[config.mk]
export PLATFORM = sky130hd
export DESIGN_NAME = if_layer_sequencer
export DESIGN_NICKNAME = d
export VERILOG_FILES = /design/src/rtl/if_ctrl_pkg.sv /design/src/rtl/if_addr_gen.sv /design/src/rtl/if_layer_sequencer.sv
export SDC_FILE = /design/constraint.sdc
export NUM_CORES = 1
export LEC_CHECK = 0
export ABC_AREA = 1
export BUFFER_PORTS_ARGS = -buffer_cell sky130_fd_sc_hd__clkbuf_2
export CAP_MARGIN = 25
export CORE_MARGIN = 1.5
export CORE_UTILIZATION = 35
export DETAILED_ROUTE_END_ITERATION = 6
export SYNTH_ARGS = -nofsm -noshare
export SYNTH_HDL_FRONTEND = slang
export SYNTH_HIERARCHICAL = 1
export SYNTH_SLANG_ARGS = --single-unit
[constraint.sdc]
create_clock -name clk -period 2.8 [get_ports clk]
set_input_delay 0.28 -clock clk [delete_from_list [all_inputs] [get_ports clk]]
set_output_delay 0.28 -clock clk [all_outputs]
set_load 0.005 [all_outputs]
[src/rtl/if_ctrl_pkg.sv]
// Shared types and constants for the IF layer sequencer.
package if_ctrl_pkg;

  typedef enum logic [2:0] {
    IDLE   = 3'd0,
    LD_REQ = 3'd1,
    LOAD   = 3'd2,
    ACC    = 3'd3,
    FIRE   = 3'd4,
    WB     = 3'd5
  } seq_state_t;

  // Read latency of the activation, weight and voltage RAMs the schedule assumes.
  localparam int RAM_RD_LAT = 1;

  // Firing threshold of the shared neuron (subtractive reset on fire).
  localparam int NRN_THRESHOLD = 127;

  // Address width for a memory of the given depth, never narrower than one bit.
  function automatic int addr_width(input int depth);
    return (depth > 1) ? $clog2(depth) : 1;
  endfunction

endpackage

[src/rtl/if_addr_gen.sv]
// Address generator: activation index i, neuron index n and weight address n*FAN_IN+i.
// The weight address comes from a per-neuron base register stepped by FAN_IN,
// so no multiplier is needed.
module if_addr_gen #(
  parameter int FAN_IN = 64,
  parameter int ACT_AW = 6,
  parameter int WT_AW  = 11,
  parameter int NRN_AW = 5
) (
  input  logic              clk,
  input  logic              rst_n,
  input  logic              clr,
  input  logic              rd_first,
  input  logic              rd_next,
  input  logic              nrn_next,
  output logic [ACT_AW-1:0] act_idx,
  output logic [WT_AW-1:0]  wt_idx,
  output logic [NRN_AW-1:0] nrn_idx
);

  localparam logic [WT_AW-1:0] BASE_STEP = WT_AW'(FAN_IN);

  logic [WT_AW-1:0] base;

  // Counters only move on explicit requests from the FSM; the FSM guarantees they stay in range.
  always_ff @(posedge clk or negedge rst_n) begin
    if (!rst_n) begin
      act_idx <= '0;
      wt_idx  <= '0;
      nrn_idx <= '0;
      base    <= '0;
    end else if (clr) begin
      act_idx <= '0;
      wt_idx  <= '0;
      nrn_idx <= '0;
      base    <= '0;
    end else begin
      if (nrn_next) begin
        nrn_idx <= nrn_idx + NRN_AW'(1);
        base    <= base + BASE_STEP;
      end
      if (rd_first) begin
        act_idx <= '0;
        wt_idx  <= base;
      end else if (rd_next) begin
        act_idx <= act_idx + ACT_AW'(1);
        wt_idx  <= wt_idx + WT_AW'(1);
      end
    end
  end

endmodule

[src/rtl/if_layer_sequencer.sv]
// Time-step controller that walks one shared IF neuron over every neuron of a layer:
// load membrane voltage, stream FAN_IN activation/weight pairs, fire, write back.
//
//  state  | meaning
//  IDLE   | waiting for start
//  LD_REQ | voltage RAM read for neuron n
//  LOAD   | neuron loads the voltage; first act/wt read issued
//  ACC    | FAN_IN input cycles, reads run one index ahead
//  FIRE   | neuron compares against threshold
//  WB     | new voltage written back, spike reported
module if_layer_sequencer
  import if_ctrl_pkg::*;
#(
  parameter int NUM_NEURONS = 20,
  parameter int FAN_IN      = 64,
  parameter int ACT_AW      = addr_width(FAN_IN),
  parameter int WT_AW       = addr_width(NUM_NEURONS * FAN_IN),
  parameter int NRN_AW      = addr_width(NUM_NEURONS)
) (
  input  logic              clk,
  input  logic              rst_n,
  input  logic              start,
  input  logic              mode,
  input  logic              halt,
  output logic              busy,
  output logic              done,
  output logic              act_rd_en,
  output logic [ACT_AW-1:0] act_addr,
  output logic              wt_rd_en,
  output logic [WT_AW-1:0]  wt_addr,
  output logic              vol_rd_en,
  output logic [NRN_AW-1:0] vol_rd_addr,
  output logic              vol_wr_en,
  output logic [NRN_AW-1:0] vol_wr_addr,
  output logic              nrn_load_en,
  output logic              nrn_in_valid,
  output logic              nrn_out_en,
  output logic              nrn_arithm,
  input  logic              nrn_spike,
  output logic              spike_valid,
  output logic [NRN_AW-1:0] spike_idx,
  output logic [NRN_AW:0]   spike_cnt
);

  localparam logic [NRN_AW-1:0] LAST_N   = NRN_AW'(NUM_NEURONS - 1);
  localparam logic [ACT_AW-1:0] CNT_INIT = ACT_AW'(FAN_IN - 1);
  localparam logic [ACT_AW-1:0] CNT_ONE  = ACT_AW'(1);

  seq_state_t        state, state_nx;
  logic [ACT_AW-1:0] cnt, cnt_nx;
  logic [NRN_AW-1:0] nrn_idx;
  logic              clr, rd_first, rd_next, nrn_next, done_nx;

  if_addr_gen #(
    .FAN_IN (FAN_IN),
    .ACT_AW (ACT_AW),
    .WT_AW  (WT_AW),
    .NRN_AW (NRN_AW)
  ) u_addr_gen (
    .clk      (clk),
    .rst_n    (rst_n),
    .clr      (clr),
    .rd_first (rd_first),
    .rd_next  (rd_next),
    .nrn_next (nrn_next),
    .act_idx  (act_addr),
    .wt_idx   (wt_addr),
    .nrn_idx  (nrn_idx)
  );

  assign vol_rd_addr = nrn_idx;
  assign vol_wr_addr = nrn_idx;

  // The neuron's spike output is registered and valid during WB, so it is qualified here directly.
  assign spike_valid = (state == WB) && nrn_spike;
  assign spike_idx   = spike_valid ? nrn_idx : '0;

  // Next state and counter requests; cnt is a down-counter of remaining ACC cycles.
  always_comb begin
    state_nx = state;
    cnt_nx   = cnt;
    clr      = 1'b0;
    rd_first = 1'b0;
    rd_next  = 1'b0;
    nrn_next = 1'b0;
    done_nx  = 1'b0;
    if (halt && (state != IDLE)) begin
      state_nx = IDLE;
      done_nx  = 1'b1;
    end else begin
      case (state)
        IDLE: begin
          if (start && !halt) begin
            state_nx = LD_REQ;
            clr      = 1'b1;
          end
        end
        LD_REQ: begin
          state_nx = LOAD;
          rd_first = 1'b1;
        end
        LOAD: begin
          state_nx = ACC;
          cnt_nx   = CNT_INIT;
          if (FAN_IN > 1) rd_next = 1'b1;
        end
        ACC: begin
          if (cnt == '0) begin
            state_nx = FIRE;
          end else begin
            cnt_nx = cnt - CNT_ONE;
            // a read is needed next cycle only if that cycle is not the last ACC cycle
            if (cnt > CNT_ONE) rd_next = 1'b1;
          end
        end
        FIRE: state_nx = WB;
        WB: begin
          if (nrn_idx == LAST_N) begin
            state_nx = IDLE;
            done_nx  = 1'b1;
          end else begin
            state_nx = LD_REQ;
            nrn_next = 1'b1;
          end
        end
        default: state_nx = IDLE;
      endcase
    end
  end

  // State and all strobes are registered from the next-state decode.
  always_ff @(posedge clk or negedge rst_n) begin
    if (!rst_n) begin
      state        <= IDLE;
      cnt          <= '0;
      busy         <= 1'b0;
      done         <= 1'b0;
      vol_rd_en    <= 1'b0;
      vol_wr_en    <= 1'b0;
      nrn_load_en  <= 1'b0;
      nrn_in_valid <= 1'b0;
      nrn_out_en   <= 1'b0;
      act_rd_en    <= 1'b0;
      wt_rd_en     <= 1'b0;
    end else begin
      state        <= state_nx;
      cnt          <= cnt_nx;
      busy         <= (state_nx != IDLE);
      done         <= done_nx;
      vol_rd_en    <= (state_nx == LD_REQ);
      vol_wr_en    <= (state_nx == WB);
      nrn_load_en  <= (state_nx == LOAD);
      nrn_in_valid <= (state_nx == ACC);
      nrn_out_en   <= (state_nx == FIRE);
      act_rd_en    <= rd_first || rd_next;
      wt_rd_en     <= rd_first || rd_next;
    end
  end

  // Step-wide status: arithmetic mode latched at start, saturating spike count.
  always_ff @(posedge clk or negedge rst_n) begin
    if (!rst_n) begin
      nrn_arithm <= 1'b0;
      spike_cnt  <= '0;
    end else if (clr) begin
      nrn_arithm <= mode;
      spike_cnt  <= '0;
    end else if (spike_valid && (spike_cnt != '1)) begin
      spike_cnt <= spike_cnt + (NRN_AW + 1)'(1);
    end
  end

endmodule

==> summary.json <==
{
  "cell_internal_pwr_w": 0.001366,
  "synth.most_common_cell": "sky130_fd_sc_hd__nand2_1",
  "max_fclk_ghz": 0.4797,
  "detail_route.drc_violations": 0,
  "antenna_found_initial": 0,
  "grt_pass1_wl_mm": 10.72,
  "required_ns": 3.04,
  "synth_enable_flop_cells": 0,
  "fin_total_pwr_w": 0.002290,
  "detail_route.wl_per_cell_um": 12.04,
  "grt_use_total_pct": 15.48,
  "cts_buffer_depth": 2,
  "clock_skew_ns": 0.01284,
  "syn-num-nets": 377,
  "finalInstanceArea_um2": 3298,
  "clock_tree.root_cell": "sky130_fd_sc_hd__clkbuf_8",
  "synth_common_cells": "sky130_fd_sc_hd__nand2_1, sky130_fd_sc_hd__dfrtp_1, sky130_fd_sc_hd__inv_1",
  "switch_pwr_w": 0.0009241,
  "via_per_inst": 4.780,
  "post_synth_inst_count": 363,
  "ioPinCount": 55,
  "first_global_vias": 2286,
  "start_util_pct": 36.56,
  "cts_made_buffers": 5,
  "timing.critical_path.to_type": "register",
  "whs_ns": -0.01219,
  "share_comb_of_total_power_pct": 35.2,
  "ctsHtreeMaxLevel": 2,
  "path_clk_slew_ns": 0.10,
  "numPortBuffers": 54,
  "rel_slew_slack_pct": 54.55,
  "timing.critical_path.from_type": "register",
  "starting_drc_count_in_detailed_routing": 147,
  "overflow": 0,
  "grt_start_max_net_pins": 28,
  "tightest_slew_ns": 0.6817,
  "num_vias": 2481,
  "hold_class": "in -> async",
  "power.sequential.fraction_pct": 46.2,
  "synth_largest_area_cell": "sky130_fd_sc_hd__dfrtp_1",
  "placed_cell_area_um2": 3213,
  "rsz0062_at_grt": "no",
  "seq_area_frac_synth_pct": 44.48,
  "report.final.hold_viol_count": 11,
  "power.leakage_nw": 1.695,
  "coreArea_um2": 7848,
  "synth.yosys.warnings": 6,
  "post-cts-setup-buffer-count": 0,
  "synth_flop_cell": "sky130_fd_sc_hd__dfrtp_1",
  "yosys-top-cells-area": "sky130_fd_sc_hd__dfrtp_1, sky130_fd_sc_hd__nand2_1, sky130_fd_sc_hd__inv_1",
  "status": "finished, violations left",
  "worstSetupPathType": "reg -> reg",
  "finalSetupTns_ns": 0,
  "dr.pass1.iters": 4,
  "dp.final_hpwl_mm": 4.764,
  "failed_checks": "negative hold slack",
  "drv_slew": 0,
  "period_share_pct": 74.45,
  "synth_async_sr_flop_share_pct": 100.0,
  "post_synth.cell_area_avg_um2": 7.904,
  "swShare_pct": 40.35,
  "area_delta_synth_final_pct": 14.96,
  "die_outline_area_um2": 8750,
  "ys_types": 37,
  "clock_tree_from_tritoncts": "done",
  "cts_hold_buf": 0,
  "power.ir.vdd_worst_v": 0.0002340,
  "maxCapViolations": 0,
  "power.density_cell_area_nw_per_um2": 694.3,
  "worstSkewPairLatency_ns": 0.31,
  "share_clk_of_total_power_pct": 18.6,
  "antenna_cells": 0,
  "clock-sinks": 51,
  "crit_path_max_fanout": 10,
  "worstPathArrival_ns": 2.33,
  "post_route_cells_drive_above_1_share_pct": 21.82,
  "final_net_count": 430,
  "antenna_violating_nets_post_route": 0,
  "die_h_um": 93.54,
  "fp-row-count": 32,
  "synth_area_um2": 2869,
  "synth_top_area_share_pct": 44.48,
  "synth-seq-cells": 51,
  "wirelength_mm": 6.247,
  "period_minus_slack_ns": 2.084,
  "setup_viol": 0,
  "gp_congestion": 0.8409,
  "post_cts_resize_count": 0,
  "die_x_um": 93.54
}
[worst paths after layout]
check                                    start                   end  slack (ns)  cells after the start
setup / recovery                      state[0]   u_addr_gen/base[10]        0.72                      9
hold / removal                           rst_n  u_addr_gen/wt_idx[3]       -0.01                      1
setup reg to reg                      state[0]   u_addr_gen/base[10]        0.72                      9
hold reg to reg            u_addr_gen/base[10]   u_addr_gen/base[10]        0.48                      1
max in group asynchronous                rst_n          spike_cnt[5]        2.22                      2
min in group clk                          mode            nrn_arithm        0.17                      3
[cell families (layout without fill, tap and decap cells)]
logic type / count (synthesis) / in the layout / share of synthesized area, %
flops: 51 / 51 / 44.48
xor+xnor: 7 / 7 / 2.137
buf+inv: 65 / 119 / 10.16
simple gates: 185 / 185 / 30.40
compound gates: 47 / 47 / 9.333
fa+ha+maj: 8 / 8 / 3.489
[layout make-up]
type / count / area [µm²]
clock inverters: 2 / 12.51
well taps: 102 / 127.6
multi-input cells: 247 / 1301
inverters: 54 / 202.7
clock buffers: 6 / 72.57
repair buffers: 57 / 305.3
flip-flops and latches: 51 / 1276
fillers: 830 / 4549
[power groups by stage]
stage          clock (W)  sequential (W)  combinational (W)
5_1_grt         0.000466         0.00108           0.000938
6_report        0.000426         0.00106           0.000806
2_1_floorplan          0         0.00104           0.000576
4_1_cts         0.000437         0.00106           0.000811
3_3_place_gp           0         0.00107           0.000800
3_5_place_dp           0         0.00107           0.000811
[per-layer routing]
layer / share of wire [%] / wire length, µm / global-route usage, % / vias to the layer above
li1: - / - / - / 1254
met1: 51 / 3207 / 21.66 / 1153
met2: 43 / 2664 / 24.64 / 67
met3: 5.0 / 312 / 3.008 / 7
met4: 1.0 / 63 / 3.731 / 0
met5: 0 / 0 / 0 / -
[per-stage QoR]
stage          utilization [%]  setup slack (ns)  instances  hold WS, ns
2_1_floorplan                -            0.9500        363     -0.01559
3_3_place_gp             40.94            0.7351        511       0.3497
3_5_place_dp             40.94            0.7254        511       0.3585
4_1_cts                  42.03            0.7154        519      0.01427
5_1_grt                  42.03            0.4022        519      0.02785
6_report                 42.03            0.7155        519     -0.01219
[registers in the layout (all words and copies together) (netlist names)]
register and count:
u_addr_gen/wt_idx 11, cnt 6, spike_cnt 6, u_addr_gen/act_idx 6, u_addr_gen/base 5, u_addr_gen/nrn_idx 5
state 3, busy 1, done 1, nrn_arithm 1, nrn_in_valid 1, nrn_load_en 1
nrn_out_en 1, vol_rd_en 1, vol_wr_en 1, wt_rd_en 1
[worst max-delay path, stage by stage, from the launching register on]
cell	delay [ns]
sky130_fd_sc_hd__dfrtp_1	0.43
sky130_fd_sc_hd__nor2_1	0.25
sky130_fd_sc_hd__nand2_1	0.08
sky130_fd_sc_hd__nand2_1	0.14
sky130_fd_sc_hd__inv_1	0.12
sky130_fd_sc_hd__nor2_1	0.50
sky130_fd_sc_hd__nand3_1	0.18
sky130_fd_sc_hd__nor2_1	0.14
sky130_fd_sc_hd__o21ai_0	0.08
sky130_fd_sc_hd__a21oi_1	0.11
[cells in the final DEF, fill, tap and decap left out, types with 2 or more instances in the layout]
cell / instances
sky130_fd_sc_hd__inv_1: 50
sky130_fd_sc_hd__nor3_1: 7
sky130_fd_sc_hd__o21ai_0: 14
sky130_fd_sc_hd__buf_4: 2
sky130_fd_sc_hd__nand3_1: 26
sky130_fd_sc_hd__dfrtp_1: 51
sky130_fd_sc_hd__nand3_2: 2
sky130_fd_sc_hd__nand2_4: 2
sky130_fd_sc_hd__nor3_2: 3
sky130_fd_sc_hd__ha_1: 8
sky130_fd_sc_hd__o21ai_1: 3
sky130_fd_sc_hd__a21oi_1: 18
sky130_fd_sc_hd__clkbuf_8: 5
sky130_fd_sc_hd__nand4_1: 6
sky130_fd_sc_hd__clkbuf_2: 54
sky130_fd_sc_hd__o31ai_1: 3
sky130_fd_sc_hd__nand2_2: 2
sky130_fd_sc_hd__nor2_2: 5
sky130_fd_sc_hd__inv_2: 4
sky130_fd_sc_hd__nor2_1: 45
sky130_fd_sc_hd__nor2_4: 4
sky130_fd_sc_hd__a31oi_1: 3
sky130_fd_sc_hd__xor2_1: 5
sky130_fd_sc_hd__xnor2_1: 2
sky130_fd_sc_hd__nand2_1: 77
(Power assumes the default switching activity.)
